<file path="src/rtl/friscv_uart_pkg.sv">
// Shared types and constants for the FRISCV UART transmit path.
package friscv_uart_pkg;

    localparam int   UART_DATAW     = 8;
    localparam logic UART_LINE_IDLE = 1'b1;

    typedef enum logic [2:0] {
        IDLE,
        START,
        DATA,
        PARITY,
        STOP
    } uart_state_t;

endpackage

</file>
<file path="src/rtl/friscv_uart_tx_if.sv">
// Byte handshake between the APB UART register block (master) and the transmit serializer (slave).
interface friscv_uart_tx_if;
    import friscv_uart_pkg::*;

    logic                  tx_valid;
    logic                  tx_ready;
    logic [UART_DATAW-1:0] tx_data;

    modport master (output tx_valid, output tx_data, input tx_ready);
    modport slave  (input tx_valid, input tx_data, output tx_ready);

endinterface

</file>
<file path="src/rtl/friscv_uart_baudgen.sv">
// Bit-period timer: down-counter reloaded from a divider captured on restart,
// pulsing o_tick on the last cycle of every bit period while running.
module friscv_uart_baudgen #(
    parameter int DIVW = 16
) (
    input  logic            aclk,
    input  logic            aresetn,
    input  logic            srst,
    input  logic            i_restart,
    input  logic            i_run,
    input  logic [DIVW-1:0] i_div,
    output logic            o_tick
);

    logic [DIVW-1:0] r_div;
    logic [DIVW-1:0] r_cnt;

    always_ff @(posedge aclk or negedge aresetn) begin
        if (!aresetn) begin
            r_div <= '0;
            r_cnt <= '0;
        end else if (srst) begin
            r_div <= '0;
            r_cnt <= '0;
        end else if (i_restart) begin
            r_div <= i_div;
            r_cnt <= i_div;
        end else if (i_run) begin
            if (r_cnt == '0) r_cnt <= r_div;
            else             r_cnt <= r_cnt - 1'b1;
        end
    end

    assign o_tick = i_run && (r_cnt == '0);

endmodule

</file>
<file path="src/rtl/friscv_uart_tx.sv">
// UART transmit serializer: start, 8 data bits LSB-first, optional parity, 1/2 stop bits.
// Optional parity bit enabled by defining FRISCV_UART_PARITY_EN (adds parity_odd input).
module friscv_uart_tx
    import friscv_uart_pkg::*;
#(
    parameter int DIVW  = 16,
    parameter int DATAW = 8
) (
    input  logic            aclk,
    input  logic            aresetn,
    input  logic            srst,
    input  logic            en,
    input  logic [DIVW-1:0] baud_div,
    input  logic            stop2,
`ifdef FRISCV_UART_PARITY_EN
    input  logic            parity_odd,
`endif
    friscv_uart_tx_if.slave s_if,
    output logic            busy,
    output logic            uart_tx
);

    localparam int             BITW     = $clog2(DATAW);
    localparam logic [BITW-1:0] BIT_LAST = BITW'(DATAW - 1);

    uart_state_t     r_state;
    logic            r_tx;
    logic            r_ready;
    logic [BITW-1:0] r_bit;
    logic            r_stop_half;
    logic            r_stop2;
    logic [DATAW-1:0] r_data;
`ifdef FRISCV_UART_PARITY_EN
    logic            r_par;
`endif

    uart_state_t     w_nxt_state;
    logic            w_nxt_tx;
    logic            w_nxt_ready;
    logic [BITW-1:0] w_nxt_bit;
    logic            w_nxt_stop_half;
    logic            w_nxt_stop2;
    logic            w_restart;
    logic            w_tick;
    logic            w_hs;
    logic [BITW-1:0] w_bit_inc;

    assign w_hs      = s_if.tx_valid && r_ready;
    assign w_bit_inc = r_bit + 1'b1;

    friscv_uart_baudgen #(
        .DIVW (DIVW)
    ) u_baudgen (
        .aclk      (aclk),
        .aresetn   (aresetn),
        .srst      (srst),
        .i_restart (w_restart),
        .i_run     (r_state != IDLE),
        .i_div     (baud_div),
        .o_tick    (w_tick)
    );

    always_ff @(posedge aclk or negedge aresetn) begin
        if (!aresetn) begin
            r_state     <= IDLE;
            r_tx        <= UART_LINE_IDLE;
            r_ready     <= 1'b0;
            r_bit       <= '0;
            r_stop_half <= 1'b0;
            r_stop2     <= 1'b0;
        end else if (srst) begin
            r_state     <= IDLE;
            r_tx        <= UART_LINE_IDLE;
            r_ready     <= 1'b0;
            r_bit       <= '0;
            r_stop_half <= 1'b0;
            r_stop2     <= 1'b0;
        end else begin
            r_state     <= w_nxt_state;
            r_tx        <= w_nxt_tx;
            r_ready     <= w_nxt_ready;
            r_bit       <= w_nxt_bit;
            r_stop_half <= w_nxt_stop_half;
            r_stop2     <= w_nxt_stop2;
        end
    end

    // Payload is captured only at the handshake and needs no reset.
    always_ff @(posedge aclk) begin
        if (w_hs) begin
            r_data <= s_if.tx_data;
`ifdef FRISCV_UART_PARITY_EN
            r_par  <= (^s_if.tx_data) ^ parity_odd;
`endif
        end
    end

    always_comb begin
        w_nxt_state     = r_state;
        w_nxt_tx        = r_tx;
        w_nxt_ready     = r_ready;
        w_nxt_bit       = r_bit;
        w_nxt_stop_half = r_stop_half;
        w_nxt_stop2     = r_stop2;
        w_restart       = 1'b0;
        case (r_state)
            IDLE: begin
                w_nxt_tx    = UART_LINE_IDLE;
                w_nxt_ready = en;
                if (w_hs) begin
                    w_nxt_state = START;
                    w_nxt_tx    = ~UART_LINE_IDLE;
                    w_nxt_ready = 1'b0;
                    w_nxt_stop2 = stop2;
                    w_restart   = 1'b1;
                end
            end
            START: begin
                if (w_tick) begin
                    w_nxt_state = DATA;
                    w_nxt_tx    = r_data[0];
                    w_nxt_bit   = '0;
                end
            end
            DATA: begin
                if (w_tick) begin
                    if (r_bit == BIT_LAST) begin
`ifdef FRISCV_UART_PARITY_EN
                        w_nxt_state = PARITY;
                        w_nxt_tx    = r_par;
`else
                        w_nxt_state = STOP;
                        w_nxt_tx    = UART_LINE_IDLE;
`endif
                        w_nxt_stop_half = 1'b0;
                    end else begin
                        w_nxt_bit = w_bit_inc;
                        w_nxt_tx  = r_data[w_bit_inc];
                    end
                end
            end
            PARITY: begin
                if (w_tick) begin
                    w_nxt_state     = STOP;
                    w_nxt_tx        = UART_LINE_IDLE;
                    w_nxt_stop_half = 1'b0;
                end
            end
            STOP: begin
                w_nxt_tx = UART_LINE_IDLE;
                // With two stop bits the first tick only marks the half-way point.
                if (w_tick) begin
                    if (r_stop2 && !r_stop_half) begin
                        w_nxt_stop_half = 1'b1;
                    end else begin
                        w_nxt_state = IDLE;
                        w_nxt_ready = en;
                    end
                end
            end
            default: begin
                w_nxt_state = IDLE;
                w_nxt_tx    = UART_LINE_IDLE;
            end
        endcase
    end

    assign s_if.tx_ready = r_ready;
    assign busy          = (r_state != IDLE);
    assign uart_tx       = r_tx;

endmodule

</file>
<file path="src/flat_wrapper.sv">
// flat-port wrapper written by rule: the top's interface ports become plain ports
module friscv_uart_tx_flat import friscv_uart_pkg::*;
#(
    parameter int DIVW  = 16,
    parameter int DATAW = 8
)
  (aclk, aresetn, srst, en, baud_div, stop2, busy, uart_tx, s_if_tx_valid, s_if_tx_data, s_if_tx_ready);
  friscv_uart_tx_if s_if_i ();
  input  logic aclk;
  input  logic aresetn;
  input  logic srst;
  input  logic en;
  input  logic [DIVW-1:0] baud_div;
  input  logic stop2;
  output logic busy;
  output logic uart_tx;
  input wire logic [$bits(s_if_i.tx_valid)-1:0] s_if_tx_valid;
  input wire logic [$bits(s_if_i.tx_data)-1:0] s_if_tx_data;
  output wire logic [$bits(s_if_i.tx_ready)-1:0] s_if_tx_ready;
  assign s_if_i.tx_valid = s_if_tx_valid;
  assign s_if_i.tx_data = s_if_tx_data;
  assign s_if_tx_ready = s_if_i.tx_ready;
  friscv_uart_tx #(.DIVW(DIVW), .DATAW(DATAW)) u_core (.aclk(aclk), .aresetn(aresetn), .srst(srst), .en(en), .baud_div(baud_div), .stop2(stop2), .s_if(s_if_i), .busy(busy), .uart_tx(uart_tx));
endmodule
</file>
<file path="config.mk">
export PLATFORM = sky130hd
export DESIGN_NAME = friscv_uart_tx_flat
export DESIGN_NICKNAME = d
export VERILOG_FILES = /design/src/rtl/friscv_uart_pkg.sv /design/src/rtl/friscv_uart_tx_if.sv /design/src/rtl/friscv_uart_baudgen.sv /design/src/rtl/friscv_uart_tx.sv /design/src/flat_wrapper.sv
export SDC_FILE = /design/constraint.sdc
export NUM_CORES = 1
export LEC_CHECK = 0
export ABC_AREA = 1
export CORE_ASPECT_RATIO = 1.1
export CORE_UTILIZATION = 45
export CTS_BUF_LIST = sky130_fd_sc_hd__clkbuf_8 sky130_fd_sc_hd__clkbuf_16
export DETAILED_ROUTE_END_ITERATION = 8
export PLACE_DENSITY = 0.67
export SYNTH_ARGS = -nofsm -noshare
export SYNTH_HDL_FRONTEND = slang
export SYNTH_HIERARCHICAL = 1
export SYNTH_SLANG_ARGS = --single-unit
</file>
<file path="constraint.sdc">
create_clock -name aclk -period 5.7 [get_ports aclk]
set_input_delay 1.14 -clock aclk [delete_from_list [all_inputs] [get_ports aclk]]
set_output_delay 1.14 -clock aclk [all_outputs]
set_load 0.005 [all_outputs]
</file>
==> reports/metrics.csv <==
metric,value,unit
htreeDepth,2,
syn_area,3120,um2
fillers,657,
fin_crit,3270,ps
die_width,81.4,um
grt_pass1_vias,2637,
cts_setup_buffers,0,
required,5910,ps
cp_common_cell,nand2_1,
grt_util_all_layers,21.5,%
crit_type,primary input to flop,
maxCapViolations,0,
antenna_found_initial,0,
seq_area_frac_synth,41.4,%
grt_max_degree,43,
setup_slack,2430,ps
wl_per_cell,12.7,um
syn_nets,455,
cts_sinks,50,
clock_skew,2.30,ps
core_area,6630,um2
yosys.cell_types.count,36,
hold_viol,0,
hpwl,5130,um
clk_pin_slew,100,ps
die_area,7280,um2
ant_nets,0,
dp_slack,2100,ps
drc,0,
maxSlewViolCount,0,
syn_inst,421,
ys_ff_latch,50,
final_cell_mix,"nand2_1, nor2_1, dfrtp_1",
slew_headroom,38.1,%
fmax,306,MHz
syn_area_per_cell,7.42,um2
rsz0062_at_grt,false,
rows,31,
diodes,0,
clock-root-buffer,clkbuf_8,
cts_buffer_depth,2,
fin_util,53.7,%
first_iter_violations,177,
p_per_area,475,nW/um2
io_pins,33,
setup_viol,0,
port_buffers,32,
die_y,89.4,um
slowest_delay,450,ps
path_delay_family,buffers and inverters,
worstPathArrival,3480,ps
gp_congestion,0.891,
fin_setup_tns,0,ps
vias,2703,
hold_buffers,0,
cts_tree,done,
worst_setup_path_start_kind,primary input,
clkLatencyLatePin,310,ps
min_period_over_period,57.4,%
wirelength,6750,um
avgViaCountPerCell,5.07,
grt_pass1_wl,11800,um
layout-drive-gt1-share,13.5,%
status,"complete, no violations",
worst-path-buf-inv,4,
cts_repair_resize_count,0,
synth_warnings,6,
path_cells,"clkdlybuf4s50_1, nand2_1, nor2_2, buf_4, inv_1, o21ai_0, or2_2, clkinv_1, nand2_1, nand2_1",
critPathMaxFanout,23,
worst_slew_pin_slew,928,ps
dr.pass1.iters,5,
holdCritPathClass,flop to flop,
cts_buffers,5,
end_kind,flop,
ir_drop,0.225,mV
cp_slowest_cell,clkdlybuf4s50_1,
gr-total-overflow,0,
final_nets,484,
final_common_cell,nand2_1,
fin_total_pwr,1.69,mW
worst_hold_slack,498,ps
p_leak,1.76,nW
syn2layout_area_growth,14.1,%
initial_core_util,47.1,%
==> kinds of logic (layout without fill, tap and decap cells) <==
family,Yosys count,count (layout),synth area share (%)
XOR/XNOR,6,6,1.68
AO/OA/AOI/OAI,47,47,9.50
adder cells (fa/ha/maj),4,4,1.60
flip-flops,50,50,41.4
buffers and inverters,49,79,7.21
AND/OR/NAND/NOR,265,265,38.6
==> metal layers <==
metal  part of all wire, %  wire [um]  global-route usage, %
met1                    46       3100                   26.5
met2                    49       3340                   37.7
met3                   3.0        201                   3.27
met4                   1.7        112                   8.28
met5                     0          0                      0
==> worst paths after layout <==
path / from / end / slack [ps] / cells after the start
hold reg to reg: u_core/r_stop_half$_DFFE_PN0P_ / u_core/r_stop_half$_DFFE_PN0P_ / 500 / 2
setup / recovery: s_if_tx_valid / u_core/u_baudgen/r_cnt[14]$_DFFE_PN0P_ / 2430 / 10
hold / removal: u_core/r_stop_half$_DFFE_PN0P_ / u_core/r_stop_half$_DFFE_PN0P_ / 500 / 2
max in group asynchronous: aresetn / u_core/u_baudgen/r_cnt[3]$_DFFE_PN0P_ / 4170 / 1
min in group asynchronous: aresetn / u_core/u_baudgen/r_cnt[11]$_DFFE_PN0P_ / 960 / 1
setup reg to reg: u_core/r_state[1]$_DFFE_PN0P_ / u_core/u_baudgen/r_cnt[14]$_DFFE_PN0P_ / 3150 / 10
==> tightest hold or removal path: stages (launching register included) <==
cell	delay, ps
dfrtp_1	370
nand2_1	60
nand2_1	50
==> final cells by class <==
type	count	area [um2]	area share [%]
Tap cell	82	103	2.88
Inverter	38	143	4.00
Multi-Input combinational cell	322	1610	45.1
Clock buffer	5	68.8	1.93
Clock inverter	3	25.0	0.702
Timing Repair Buffer	33	323	9.06
Sequential cell	50	1290	36.3
==> synth_stat cells <==
cell type | number | share of area [%]
a21oi_1 | 10 | 1.6
and2_1 | 1 | 0.20
buf_12 | 1 | 0.64
buf_2 | 1 | 0.16
buf_4 | 2 | 0.48
buf_6 | 2 | 0.72
clkbuf_1 | 4 | 0.48
clkbuf_2 | 1 | 0.16
clkinv_1 | 1 | 0.12
dfrtp_1 | 41 | 33
dfstp_2 | 1 | 0.84
edfxtp_1 | 8 | 7.7
ha_1 | 4 | 1.6
inv_1 | 30 | 3.6
inv_2 | 7 | 0.84
nand2_1 | 125 | 15
nand2_2 | 6 | 1.2
nand2_4 | 6 | 2.2
nand3_1 | 33 | 5.3
nand3b_1 | 1 | 0.24
nand4_1 | 2 | 0.40
nor2_1 | 67 | 8.1
nor2_2 | 7 | 1.4
nor2_4 | 6 | 2.2
nor2_8 | 1 | 0.64
nor3_1 | 7 | 1.1
nor3_2 | 1 | 0.32
o211ai_1 | 1 | 0.24
o211ai_2 | 2 | 0.80
o21ai_0 | 21 | 3.4
o21ai_1 | 2 | 0.32
o21ai_2 | 10 | 2.8
o21bai_2 | 1 | 0.36
or2_2 | 2 | 0.40
xnor2_1 | 3 | 0.84
xor2_1 | 3 | 0.84
==> registers in the layout, summed over array words and instances, names as in the netlist <==
signal,count
u_core/r_bit,3
u_core/r_data,8
u_core/r_state,3
u_core/r_stop2,1
u_core/r_stop_half,1
u_core/s_if.tx_ready,1
u_core/u_baudgen/r_cnt,16
u_core/u_baudgen/r_div,16
u_core/uart_tx,1
==> per-stage QoR <==
stage	instances	instance area, um2
2_1_floorplan	421	3120
3_3_place_gp	525	3470
3_5_place_dp	525	3470
4_1_cts	533	3560
5_1_grt	533	3560
6_report	533	3560
==> power by group <==
part	total [mW]	internal, mW	leakage (nW)	switching [mW]
combinational	0.946	0.336	1.08	0.610
clock	0.217	0.0888	0.0447	0.129
sequential	0.529	0.445	0.640	0.0848
total	1.69	0.870	1.76	0.823
Power figures use the tool's default switching activity.
